$ cat config.mk
export PLATFORM = sky130hd
export DESIGN_NAME = mips_id_stage_flat
export DESIGN_NICKNAME = d
export VERILOG_FILES = /design/src/rtl/mips_id_stage_pkg.sv /design/src/rtl/mips_id_stage_if.sv /design/src/rtl/mips_id_stage_imm_ext.sv /design/src/rtl/mips_id_stage.sv /design/src/flat_wrapper.sv
export SDC_FILE = /design/constraint.sdc
export NUM_CORES = 1
export LEC_CHECK = 0
export ABC_AREA = 1
export CAP_MARGIN = 25
export CORE_UTILIZATION = 43
export CTS_BUF_LIST = sky130_fd_sc_hd__clkbuf_4
export DETAILED_ROUTE_END_ITERATION = 10
export GPL_ROUTABILITY_DRIVEN = 0
export HOLD_SLACK_MARGIN = 0.12
export PLACE_DENSITY = 0.78
export REMOVE_ABC_BUFFERS = 1
export SLEW_MARGIN = 10
export SYNTH_ARGS = -nofsm -noshare
export SYNTH_HDL_FRONTEND = slang
export SYNTH_SLANG_ARGS = --single-unit
$ cat constraint.sdc
create_clock -name sys_clk -period 1.4 [get_ports sys_clk]
set_input_delay 0.21 -clock sys_clk [delete_from_list [all_inputs] [get_ports sys_clk]]
set_output_delay 0.21 -clock sys_clk [all_outputs]
set_load 0.05 [all_outputs]
$ cat src/rtl/mips_id_stage_pkg.sv
// Shared definitions for the MIPS decode stage: opcode constants, FSM states and tie-off levels.
// VCC/GND and the opcode names are the stage's common vocabulary for the decoder and the top.
package mips_id_stage_pkg;

    localparam logic VCC = 1'b1;
    localparam logic GND = 1'b0;

    localparam logic [5:0] OP_RTYPE = 6'h00;
    localparam logic [5:0] OP_JAL   = 6'h03;
    localparam logic [5:0] OP_ANDI  = 6'h0C;
    localparam logic [5:0] OP_ORI   = 6'h0D;
    localparam logic [5:0] OP_XORI  = 6'h0E;
    localparam logic [5:0] OP_LUI   = 6'h0F;

    localparam logic [4:0] REG_ZERO = 5'd0;
    localparam logic [4:0] REG_RA   = 5'd31;

    typedef enum logic [1:0] {
        S_IDLE  = 2'd0,
        S_READ  = 2'd1,
        S_VALID = 2'd2
    } idState_e;

    // Logical immediates are unsigned; every other I-type immediate is signed.
    function automatic logic isZeroExt(input logic [5:0] opcode);
        return (opcode == OP_ANDI) || (opcode == OP_ORI) || (opcode == OP_XORI);
    endfunction

endpackage

$ cat src/rtl/mips_id_stage_if.sv
// Fetch, register-file, write-back and execute signals of the decode stage.
// The stage uses the slave view; its environment (fetch/RAM/execute or a bench) uses master.
interface mips_id_stage_if;

    logic        if_valid;
    logic        if_ready;
    logic [31:0] if_instr;
    logic [31:0] if_pc;
    logic [4:0]  rf_ra;
    logic [4:0]  rf_rb;
    logic [31:0] rf_douta;
    logic [31:0] rf_doutb;
    logic        wb_we;
    logic [4:0]  wb_addr;
    logic [31:0] wb_data;
    logic        id_flush;
    logic        ex_valid;
    logic        ex_ready;
    logic [31:0] ex_pc;
    logic [5:0]  ex_opcode;
    logic [5:0]  ex_funct;
    logic [4:0]  ex_shamt;
    logic [4:0]  ex_rd;
    logic [31:0] ex_imm;
    logic [31:0] ex_a;
    logic [31:0] ex_b;

    modport slave (
        input  if_valid, if_instr, if_pc, rf_douta, rf_doutb,
               wb_we, wb_addr, wb_data, id_flush, ex_ready,
        output if_ready, rf_ra, rf_rb, ex_valid, ex_pc, ex_opcode,
               ex_funct, ex_shamt, ex_rd, ex_imm, ex_a, ex_b
    );

    modport master (
        output if_valid, if_instr, if_pc, rf_douta, rf_doutb,
               wb_we, wb_addr, wb_data, id_flush, ex_ready,
        input  if_ready, rf_ra, rf_rb, ex_valid, ex_pc, ex_opcode,
               ex_funct, ex_shamt, ex_rd, ex_imm, ex_a, ex_b
    );

endinterface

$ cat src/rtl/mips_id_stage_imm_ext.sv
// id_imm_ext: combinational immediate extender and destination-register selector.
module id_imm_ext
    import mips_id_stage_pkg::*;
(
    input  logic [5:0]  opcode_i,
    input  logic [15:0] imm16_i,
    input  logic [4:0]  rt_i,
    input  logic [4:0]  rdField_i,
    output logic [31:0] imm_o,
    output logic [4:0]  rd_o
);

    always_comb begin
        imm_o = {{16{imm16_i[15]}}, imm16_i};
        if (isZeroExt(opcode_i)) begin
            imm_o = {16'h0000, imm16_i};
        end else if (opcode_i == OP_LUI) begin
            imm_o = {imm16_i, 16'h0000};
        end
    end

    // R-type writes rd, jal links into $ra, I-type writes rt.
    always_comb begin
        rd_o = rt_i;
        if (opcode_i == OP_RTYPE) begin
            rd_o = rdField_i;
        end else if (opcode_i == OP_JAL) begin
            rd_o = REG_RA;
        end
    end

endmodule

$ cat src/rtl/mips_id_stage.sv
// Decode stage: accepts an instruction, reads rs/rt from the block-RAM register file, presents a registered bundle.
// Define ID_BYPASS_EN to forward write-back values into the operands (accept cycle, read cycle and while held).
module mips_id_stage
    import mips_id_stage_pkg::*;
(
    input  logic            sys_clk,
    input  logic            sys_rst_n,
    mips_id_stage_if.slave  bus
);

    idState_e    state_q, state_d;
    logic [31:0] instr_q, pc_q;
    logic [31:0] exPc_q, exImm_q, exA_q, exB_q;
    logic [5:0]  exOpcode_q, exFunct_q;
    logic [4:0]  exShamt_q, exRd_q;
    logic        ifReady, accept;
    logic [4:0]  rs, rt, acceptRs, acceptRt;
    logic [31:0] decImm, opA, opB;
    logic [4:0]  decRd;

    assign rs       = instr_q[25:21];
    assign rt       = instr_q[20:16];
    assign acceptRs = bus.if_instr[25:21];
    assign acceptRt = bus.if_instr[20:16];

    always_ff @(posedge sys_clk or negedge sys_rst_n) begin
        if (!sys_rst_n) begin
            state_q <= S_IDLE;
        end else begin
            state_q <= state_d;
        end
    end

    always_comb begin
        state_d = state_q;
        if (bus.id_flush) begin
            state_d = S_IDLE;
        end else begin
            case (state_q)
                S_IDLE:  if (accept) state_d = S_READ;
                S_READ:  state_d = S_VALID;
                S_VALID: if (bus.ex_ready) state_d = accept ? S_READ : S_IDLE;
                default: state_d = S_IDLE;
            endcase
        end
    end

    // Read addresses come straight from fetch on accept so the RAM data lands in S_READ.
    always_comb begin
        ifReady      = sys_rst_n && !bus.id_flush &&
                       ((state_q == S_IDLE) || ((state_q == S_VALID) && bus.ex_ready));
        accept       = bus.if_valid && ifReady;
        bus.if_ready = ifReady;
        bus.ex_valid = (state_q == S_VALID);
        bus.rf_ra    = accept ? acceptRs : rs;
        bus.rf_rb    = accept ? acceptRt : rt;
    end

    always_ff @(posedge sys_clk or negedge sys_rst_n) begin
        if (!sys_rst_n) begin
            instr_q <= '0;
            pc_q    <= '0;
        end else if (accept) begin
            instr_q <= bus.if_instr;
            pc_q    <= bus.if_pc;
        end
    end

    id_imm_ext u_imm_ext (
        .opcode_i  (instr_q[31:26]),
        .imm16_i   (instr_q[15:0]),
        .rt_i      (rt),
        .rdField_i (instr_q[15:11]),
        .imm_o     (decImm),
        .rd_o      (decRd)
    );

`ifdef ID_BYPASS_EN
    logic        fwdAValid_q, fwdBValid_q;
    logic [31:0] fwdAData_q, fwdBData_q;

    // The RAM is read-first, so a write committed in the accept cycle must be remembered here.
    always_ff @(posedge sys_clk or negedge sys_rst_n) begin
        if (!sys_rst_n) begin
            fwdAValid_q <= GND;
            fwdBValid_q <= GND;
            fwdAData_q  <= '0;
            fwdBData_q  <= '0;
        end else if (accept) begin
            fwdAValid_q <= bus.wb_we && (bus.wb_addr == acceptRs);
            fwdBValid_q <= bus.wb_we && (bus.wb_addr == acceptRt);
            fwdAData_q  <= bus.wb_data;
            fwdBData_q  <= bus.wb_data;
        end
    end

    always_comb begin
        opA = bus.rf_douta;
        opB = bus.rf_doutb;
        if (bus.wb_we && (bus.wb_addr == rs)) begin
            opA = bus.wb_data;
        end else if (fwdAValid_q) begin
            opA = fwdAData_q;
        end
        if (bus.wb_we && (bus.wb_addr == rt)) begin
            opB = bus.wb_data;
        end else if (fwdBValid_q) begin
            opB = fwdBData_q;
        end
        if (rs == REG_ZERO) opA = '0;
        if (rt == REG_ZERO) opB = '0;
    end
`else
    logic unusedWb;
    assign unusedWb = ^{bus.wb_we, bus.wb_addr, bus.wb_data};

    always_comb begin
        opA = (rs == REG_ZERO) ? '0 : bus.rf_douta;
        opB = (rt == REG_ZERO) ? '0 : bus.rf_doutb;
    end
`endif

    // The bundle is built in S_READ; with bypass a held bundle still tracks write-backs to its sources.
    always_ff @(posedge sys_clk or negedge sys_rst_n) begin
        if (!sys_rst_n) begin
            exPc_q     <= '0;
            exOpcode_q <= '0;
            exFunct_q  <= '0;
            exShamt_q  <= '0;
            exRd_q     <= '0;
            exImm_q    <= '0;
            exA_q      <= '0;
            exB_q      <= '0;
        end else if (state_q == S_READ) begin
            exPc_q     <= pc_q;
            exOpcode_q <= instr_q[31:26];
            exFunct_q  <= instr_q[5:0];
            exShamt_q  <= instr_q[10:6];
            exRd_q     <= decRd;
            exImm_q    <= decImm;
            exA_q      <= opA;
            exB_q      <= opB;
`ifdef ID_BYPASS_EN
        end else if (state_q == S_VALID && bus.wb_we) begin
            if (rs != REG_ZERO && bus.wb_addr == rs) exA_q <= bus.wb_data;
            if (rt != REG_ZERO && bus.wb_addr == rt) exB_q <= bus.wb_data;
`endif
        end
    end

    assign bus.ex_pc     = exPc_q;
    assign bus.ex_opcode = exOpcode_q;
    assign bus.ex_funct  = exFunct_q;
    assign bus.ex_shamt  = exShamt_q;
    assign bus.ex_rd     = exRd_q;
    assign bus.ex_imm    = exImm_q;
    assign bus.ex_a      = exA_q;
    assign bus.ex_b      = exB_q;

endmodule

$ cat src/flat_wrapper.sv
// flat-port wrapper written by rule: the top's interface ports become plain ports
module mips_id_stage_flat import mips_id_stage_pkg::*;
  (sys_clk, sys_rst_n, bus_if_valid, bus_if_instr, bus_if_pc, bus_rf_douta, bus_rf_doutb, bus_wb_we, bus_wb_addr, bus_wb_data, bus_id_flush, bus_ex_ready, bus_if_ready, bus_rf_ra, bus_rf_rb, bus_ex_valid, bus_ex_pc, bus_ex_opcode, bus_ex_funct, bus_ex_shamt, bus_ex_rd, bus_ex_imm, bus_ex_a, bus_ex_b);
  mips_id_stage_if bus_i ();
  input  logic sys_clk;
  input  logic sys_rst_n;
  input wire logic [$bits(bus_i.if_valid)-1:0] bus_if_valid;
  input wire logic [$bits(bus_i.if_instr)-1:0] bus_if_instr;
  input wire logic [$bits(bus_i.if_pc)-1:0] bus_if_pc;
  input wire logic [$bits(bus_i.rf_douta)-1:0] bus_rf_douta;
  input wire logic [$bits(bus_i.rf_doutb)-1:0] bus_rf_doutb;
  input wire logic [$bits(bus_i.wb_we)-1:0] bus_wb_we;
  input wire logic [$bits(bus_i.wb_addr)-1:0] bus_wb_addr;
  input wire logic [$bits(bus_i.wb_data)-1:0] bus_wb_data;
  input wire logic [$bits(bus_i.id_flush)-1:0] bus_id_flush;
  input wire logic [$bits(bus_i.ex_ready)-1:0] bus_ex_ready;
  output wire logic [$bits(bus_i.if_ready)-1:0] bus_if_ready;
  output wire logic [$bits(bus_i.rf_ra)-1:0] bus_rf_ra;
  output wire logic [$bits(bus_i.rf_rb)-1:0] bus_rf_rb;
  output wire logic [$bits(bus_i.ex_valid)-1:0] bus_ex_valid;
  output wire logic [$bits(bus_i.ex_pc)-1:0] bus_ex_pc;
  output wire logic [$bits(bus_i.ex_opcode)-1:0] bus_ex_opcode;
  output wire logic [$bits(bus_i.ex_funct)-1:0] bus_ex_funct;
  output wire logic [$bits(bus_i.ex_shamt)-1:0] bus_ex_shamt;
  output wire logic [$bits(bus_i.ex_rd)-1:0] bus_ex_rd;
  output wire logic [$bits(bus_i.ex_imm)-1:0] bus_ex_imm;
  output wire logic [$bits(bus_i.ex_a)-1:0] bus_ex_a;
  output wire logic [$bits(bus_i.ex_b)-1:0] bus_ex_b;
  assign bus_i.if_valid = bus_if_valid;
  assign bus_i.if_instr = bus_if_instr;
  assign bus_i.if_pc = bus_if_pc;
  assign bus_i.rf_douta = bus_rf_douta;
  assign bus_i.rf_doutb = bus_rf_doutb;
  assign bus_i.wb_we = bus_wb_we;
  assign bus_i.wb_addr = bus_wb_addr;
  assign bus_i.wb_data = bus_wb_data;
  assign bus_i.id_flush = bus_id_flush;
  assign bus_i.ex_ready = bus_ex_ready;
  assign bus_if_ready = bus_i.if_ready;
  assign bus_rf_ra = bus_i.rf_ra;
  assign bus_rf_rb = bus_i.rf_rb;
  assign bus_ex_valid = bus_i.ex_valid;
  assign bus_ex_pc = bus_i.ex_pc;
  assign bus_ex_opcode = bus_i.ex_opcode;
  assign bus_ex_funct = bus_i.ex_funct;
  assign bus_ex_shamt = bus_i.ex_shamt;
  assign bus_ex_rd = bus_i.ex_rd;
  assign bus_ex_imm = bus_i.ex_imm;
  assign bus_ex_a = bus_i.ex_a;
  assign bus_ex_b = bus_i.ex_b;
  mips_id_stage u_core (.sys_clk(sys_clk), .sys_rst_n(sys_rst_n), .bus(bus_i));
endmodule
==> impl_table.tex <==
\begin{tabular}{lr}
\hline
Metric & Value \\
\hline
\multicolumn{2}{l}{\textbf{Power and ir drop}} \\
Static Leakage & 8.83 nW \\
Switching Power & 13.0 mW \\
Sequential Power Share & 0.314 \\
Part of the power in the clock network & 0.203 \\
Proportion of total power due to net switching & 0.424 \\
Combinational power share & 0.484 \\
Pwr per Cell Area & 1730 nW/um\^{}2 \\
Internal power contribution & 17.7 mW \\
Worst IR Drop VDD & 0.00107 V \\
Overall power after layout & 30.8 mW \\
\multicolumn{2}{l}{\textbf{Route}} \\
DRC errors left & 0 \\
First-pass DRT Iterations & 6 \\
Per-cell routed wire length & 26.7 um \\
Antenna-violating nets left & 0 \\
Via count of the routed design & 10698 \\
Starting DRC count in detailed routing & 1077 \\
Detailed Route WL & 50000 um \\
Via-to-Cell Ratio & 5.71 \\
\multicolumn{2}{l}{\textbf{Clocking}} \\
Htree depth & 2 \\
Num Clock Sinks & 216 \\
Clock transition at the registers of the reported paths & 0.08 ns \\
Number of clock buffers inserted by TritonCTS & 57 \\
Clk buf depth & 3 \\
TritonCTS clock tree & built \\
Root buffer cell & sky130\_fd\_sc\_hd\_\_clkbuf\_4 \\
Worst-Skew Late Latency & 0.75 ns \\
\multicolumn{2}{l}{\textbf{Finish}} \\
Multi-input gate area & 3380 um\^{}2 \\
Finished Core Util & 0.909 \\
Area growth, synth to finish & 107\% \\
Layout Cells excl Fill & 1874 \\
Nets & 1736 \\
Sequential cell area in the final layout & 5410 um\^{}2 \\
Commonest non-fill, non-tap cells in the layout & 482 x sky130\_fd\_sc\_hd\_\_nand2\_1, 211 x sky130\_fd\_sc\_hd\_\_dfrtp\_1, 179 x sky130\_fd\_sc\_hd\_\_buf\_12 \\
Ratio of cells with drive above 1 in the final layout & 0.363 \\
Most frequent standard cell in the layout excluding fill and tap cells & sky130\_fd\_sc\_hd\_\_nand2\_1 \\
Fill cell total of the finished layout & 655 \\
\multicolumn{2}{l}{\textbf{Floorplanning}} \\
Floorplan die area & 20500 um\^{}2 \\
Overall die height & 143 um \\
Starting density of the core & 0.439 \\
Ports & 333 \\
Core footprint & 19500 um\^{}2 \\
Horizontal extent of the die & 143 um \\
Row count & 51 \\
\multicolumn{2}{l}{\textbf{Placed design}} \\
HPWL after detailed placement & 18700 um \\
Post-place setup slack & -0.547 ns \\
Input/output buffers & 294 \\
Number of cells after detailed placement & 1524 \\
\multicolumn{2}{l}{\textbf{Global route}} \\
Initial antenna violation count & 7 \\
Number of global-route vias before repair & 9866 \\
First-pass GRT wire length & 51800 um \\
Total Routing Usage GR & 0.334 \\
GRT overflow & 0 \\
Maximum number of pins on one net before global-route repair & 97 \\
\multicolumn{2}{l}{\textbf{STA}} \\
Final-report setup violation count & 327 \\
Worst Tran Pin Value & 0.816 ns \\
Worst rel slew slack & 0.456 \\
Worst setup margin & -0.796 ns \\
Hold violation total from the final report & 0 \\
Clock period minus final worst setup slack & 2.20 ns \\
Number of max-slew violations in the final report & 0 \\
Final worst-path cycle share & 1.57 \\
Unrepaired setup endpoints after global routing & true \\
Worst clock skew & 0.0558 ns \\
Setup tns final & -38.94 ns \\
Fmax & 0.455 GHz \\
\multicolumn{2}{l}{\textbf{Setup path}} \\
Maximum cell stage delay along the critical path & 0.41 ns \\
Category of the most critical setup path & reg2out \\
Largest fanout on the critical path & 8 \\
Worst path most repeated cell & sky130\_fd\_sc\_hd\_\_nand2\_2 \\
Critical path buffer and inverter count & 3 \\
Startpoint type of the worst setup path & flip-flop \\
Endpoint class of the critical path & primary output \\
Cell with the largest stage delay on the worst path & sky130\_fd\_sc\_hd\_\_dfrtp\_1 \\
Largest delay contributor family on the critical path & buffers and inverters \\
Sequence of cells on the critical path & nor2\_2 > nand4\_1 > buf\_4 > buf\_6 > nand2\_2 > nand2\_2 > buf\_12 \\
Critical path arrival & 1.99 ns \\
Required time reported for the critical path endpoint & 1.19 ns \\
\multicolumn{2}{l}{\textbf{Synth}} \\
Post-synthesis instance area & 8570 um\^{}2 \\
Synthesized instance count & 980 \\
Sequential-to-total area share from yosys stat & 0.631 \\
FF+latch count, synth & 216 \\
Yosys cell types & 21 \\
YS warnings & 0 \\
Post-Syn Area per Cell & 8.74 um\^{}2 \\
\multicolumn{2}{l}{\textbf{Job}} \\
Max Cap Viol & 0 \\
\multicolumn{2}{l}{\textbf{Run status}} \\
Outcome & complete, but fails checks \\
Violated checks & setup timing \\
\multicolumn{2}{l}{\textbf{Hold path}} \\
Worst min-delay path category & in2reg \\
\hline
\end{tabular}
==> layout make-up <==
| class | count | share of cell area |
|---|---|---|
| well taps | 265 | 0.0187 |
| clock inverters | 7 | 0.00324 |
| diodes | 5 | 0.000705 |
| repair buffers | 576 | 0.436 |
| repair inverters | 4 | 0.00268 |
| flip-flops and latches | 216 | 0.305 |
| clock buffers | 91 | 0.0385 |
| multi-input cells | 697 | 0.191 |
| inverters | 13 | 0.00508 |
==> registers in the layout, indices dropped and copies added (netlist names) <==
name                  flops
u_core.bus.ex_pc         32
u_core.pc_q              32
u_core.bus.ex_rd          5
u_core.bus.ex_imm        32
u_core.instr_q           32
u_core.bus.ex_opcode      6
u_core.state_q            2
u_core.bus.ex_shamt       5
u_core.bus.ex_funct       6
u_core.bus.ex_b          32
u_core.bus.ex_a          32
==> cell families after synthesis <==
group / synth area share
and+or+nand+nor: 0.319
DFF: 0.631
AOI/OAI and AO/OA: 0.00993
buffers and inverters: 0.0402
==> cell usage after synthesis <==
| master | number | area share |
|---|---|---|
| sky130_fd_sc_hd__nand2_1 | 575 | 0.25 |
| sky130_fd_sc_hd__dfrtp_1 | 216 | 0.63 |
| sky130_fd_sc_hd__nand3_1 | 88 | 0.051 |
| sky130_fd_sc_hd__buf_2 | 29 | 0.017 |
| sky130_fd_sc_hd__o21ai_0 | 13 | 0.0076 |
| sky130_fd_sc_hd__buf_4 | 12 | 0.011 |
| sky130_fd_sc_hd__clkbuf_1 | 12 | 0.0053 |
| sky130_fd_sc_hd__inv_1 | 10 | 0.0044 |
| sky130_fd_sc_hd__nor2_1 | 5 | 0.0022 |
| sky130_fd_sc_hd__inv_2 | 3 | 0.0013 |
| sky130_fd_sc_hd__o21ai_1 | 3 | 0.0018 |
| sky130_fd_sc_hd__nand2_2 | 2 | 0.0015 |
| sky130_fd_sc_hd__nand2_4 | 2 | 0.0026 |
| sky130_fd_sc_hd__nor2_8 | 2 | 0.0047 |
| sky130_fd_sc_hd__nor3_1 | 2 | 0.0012 |
| sky130_fd_sc_hd__a21oi_1 | 1 | 0.00058 |
| sky130_fd_sc_hd__and3_1 | 1 | 0.00073 |
| sky130_fd_sc_hd__buf_8 | 1 | 0.0018 |
| sky130_fd_sc_hd__nand3b_1 | 1 | 0.00088 |
| sky130_fd_sc_hd__nand4_1 | 1 | 0.00073 |
| sky130_fd_sc_hd__nor2_4 | 1 | 0.0013 |
==> path summary, 6_finish.rpt <==
kind / cells past startpoint / end / from / slack [ns]
max: 7 / bus_rf_ra[0] / u_core.state_q[0] / -0.80
min: 3 / u_core.instr_q[17] / bus_if_instr[17] / 0.11
max reg2reg: 7 / u_core.bus.ex_a[16] / u_core.state_q[1] / -0.32
min reg2reg: 2 / u_core.bus.ex_pc[26] / u_core.pc_q[26] / 0.48
max in group asynchronous: 4 / u_core.bus.ex_b[12] / sys_rst_n / 0.25
min in group asynchronous: 4 / u_core.bus.ex_rd[2] / sys_rst_n / 0.39
==> repair_timing <==
item | CTS | global route
hold buffers | 113 | 1
gates resized for setup | 50 | 177
setup buffers | 33 | 67
cloned | 4 | 31
endpoints found under the hold margin | 335 | 2
pin swaps | 2 | 23
endpoints found under the setup margin | 269 | 315
==> metal layers <==
layer  vias to the layer above  track usage  wire length [um]
met4                         4        0.183              3840
li1                       4247            -                 -
met2                       959        0.592             23400
met3                       325        0.103              6730
met5                         -            0                18
met1                      5163        0.352             16000
==> stage by stage <==
| stage | hold slack (ns) | instance area (um^2) |
|---|---|---|
| final | 0.106 | 17700 |
| after global routing | 0.100 | 17700 |
| after CTS | 0.0633 | 16000 |
| after detailed placement | 0.379 | 13600 |
| after global placement | 0.385 | 13600 |
| after floorplan | -0.0856 | 8270 |
==> power by group through the flow <==
stage	logic [mW]	clock network [mW]	registers, mW
detailed placement	12.0	0	9.30
CTS	12.8	5.80	9.20
global placement	11.9	0	9.23
finish	14.9	6.24	9.65
floorplan	1.73	0	12.5
global route	15.3	6.52	9.72
==> worst register-to-register path: stages, from the launching register on <==
cell and delay (ns):
sky130_fd_sc_hd__dfrtp_1 0.39, sky130_fd_sc_hd__buf_6 0.13, sky130_fd_sc_hd__nor2_4 0.14, sky130_fd_sc_hd__buf_12 0.21, sky130_fd_sc_hd__buf_12 0.14, sky130_fd_sc_hd__clkbuf_16 0.17, sky130_fd_sc_hd__nand3_1 0.28, sky130_fd_sc_hd__nand2_1 0.19
(Power assumes the default switching activity.)
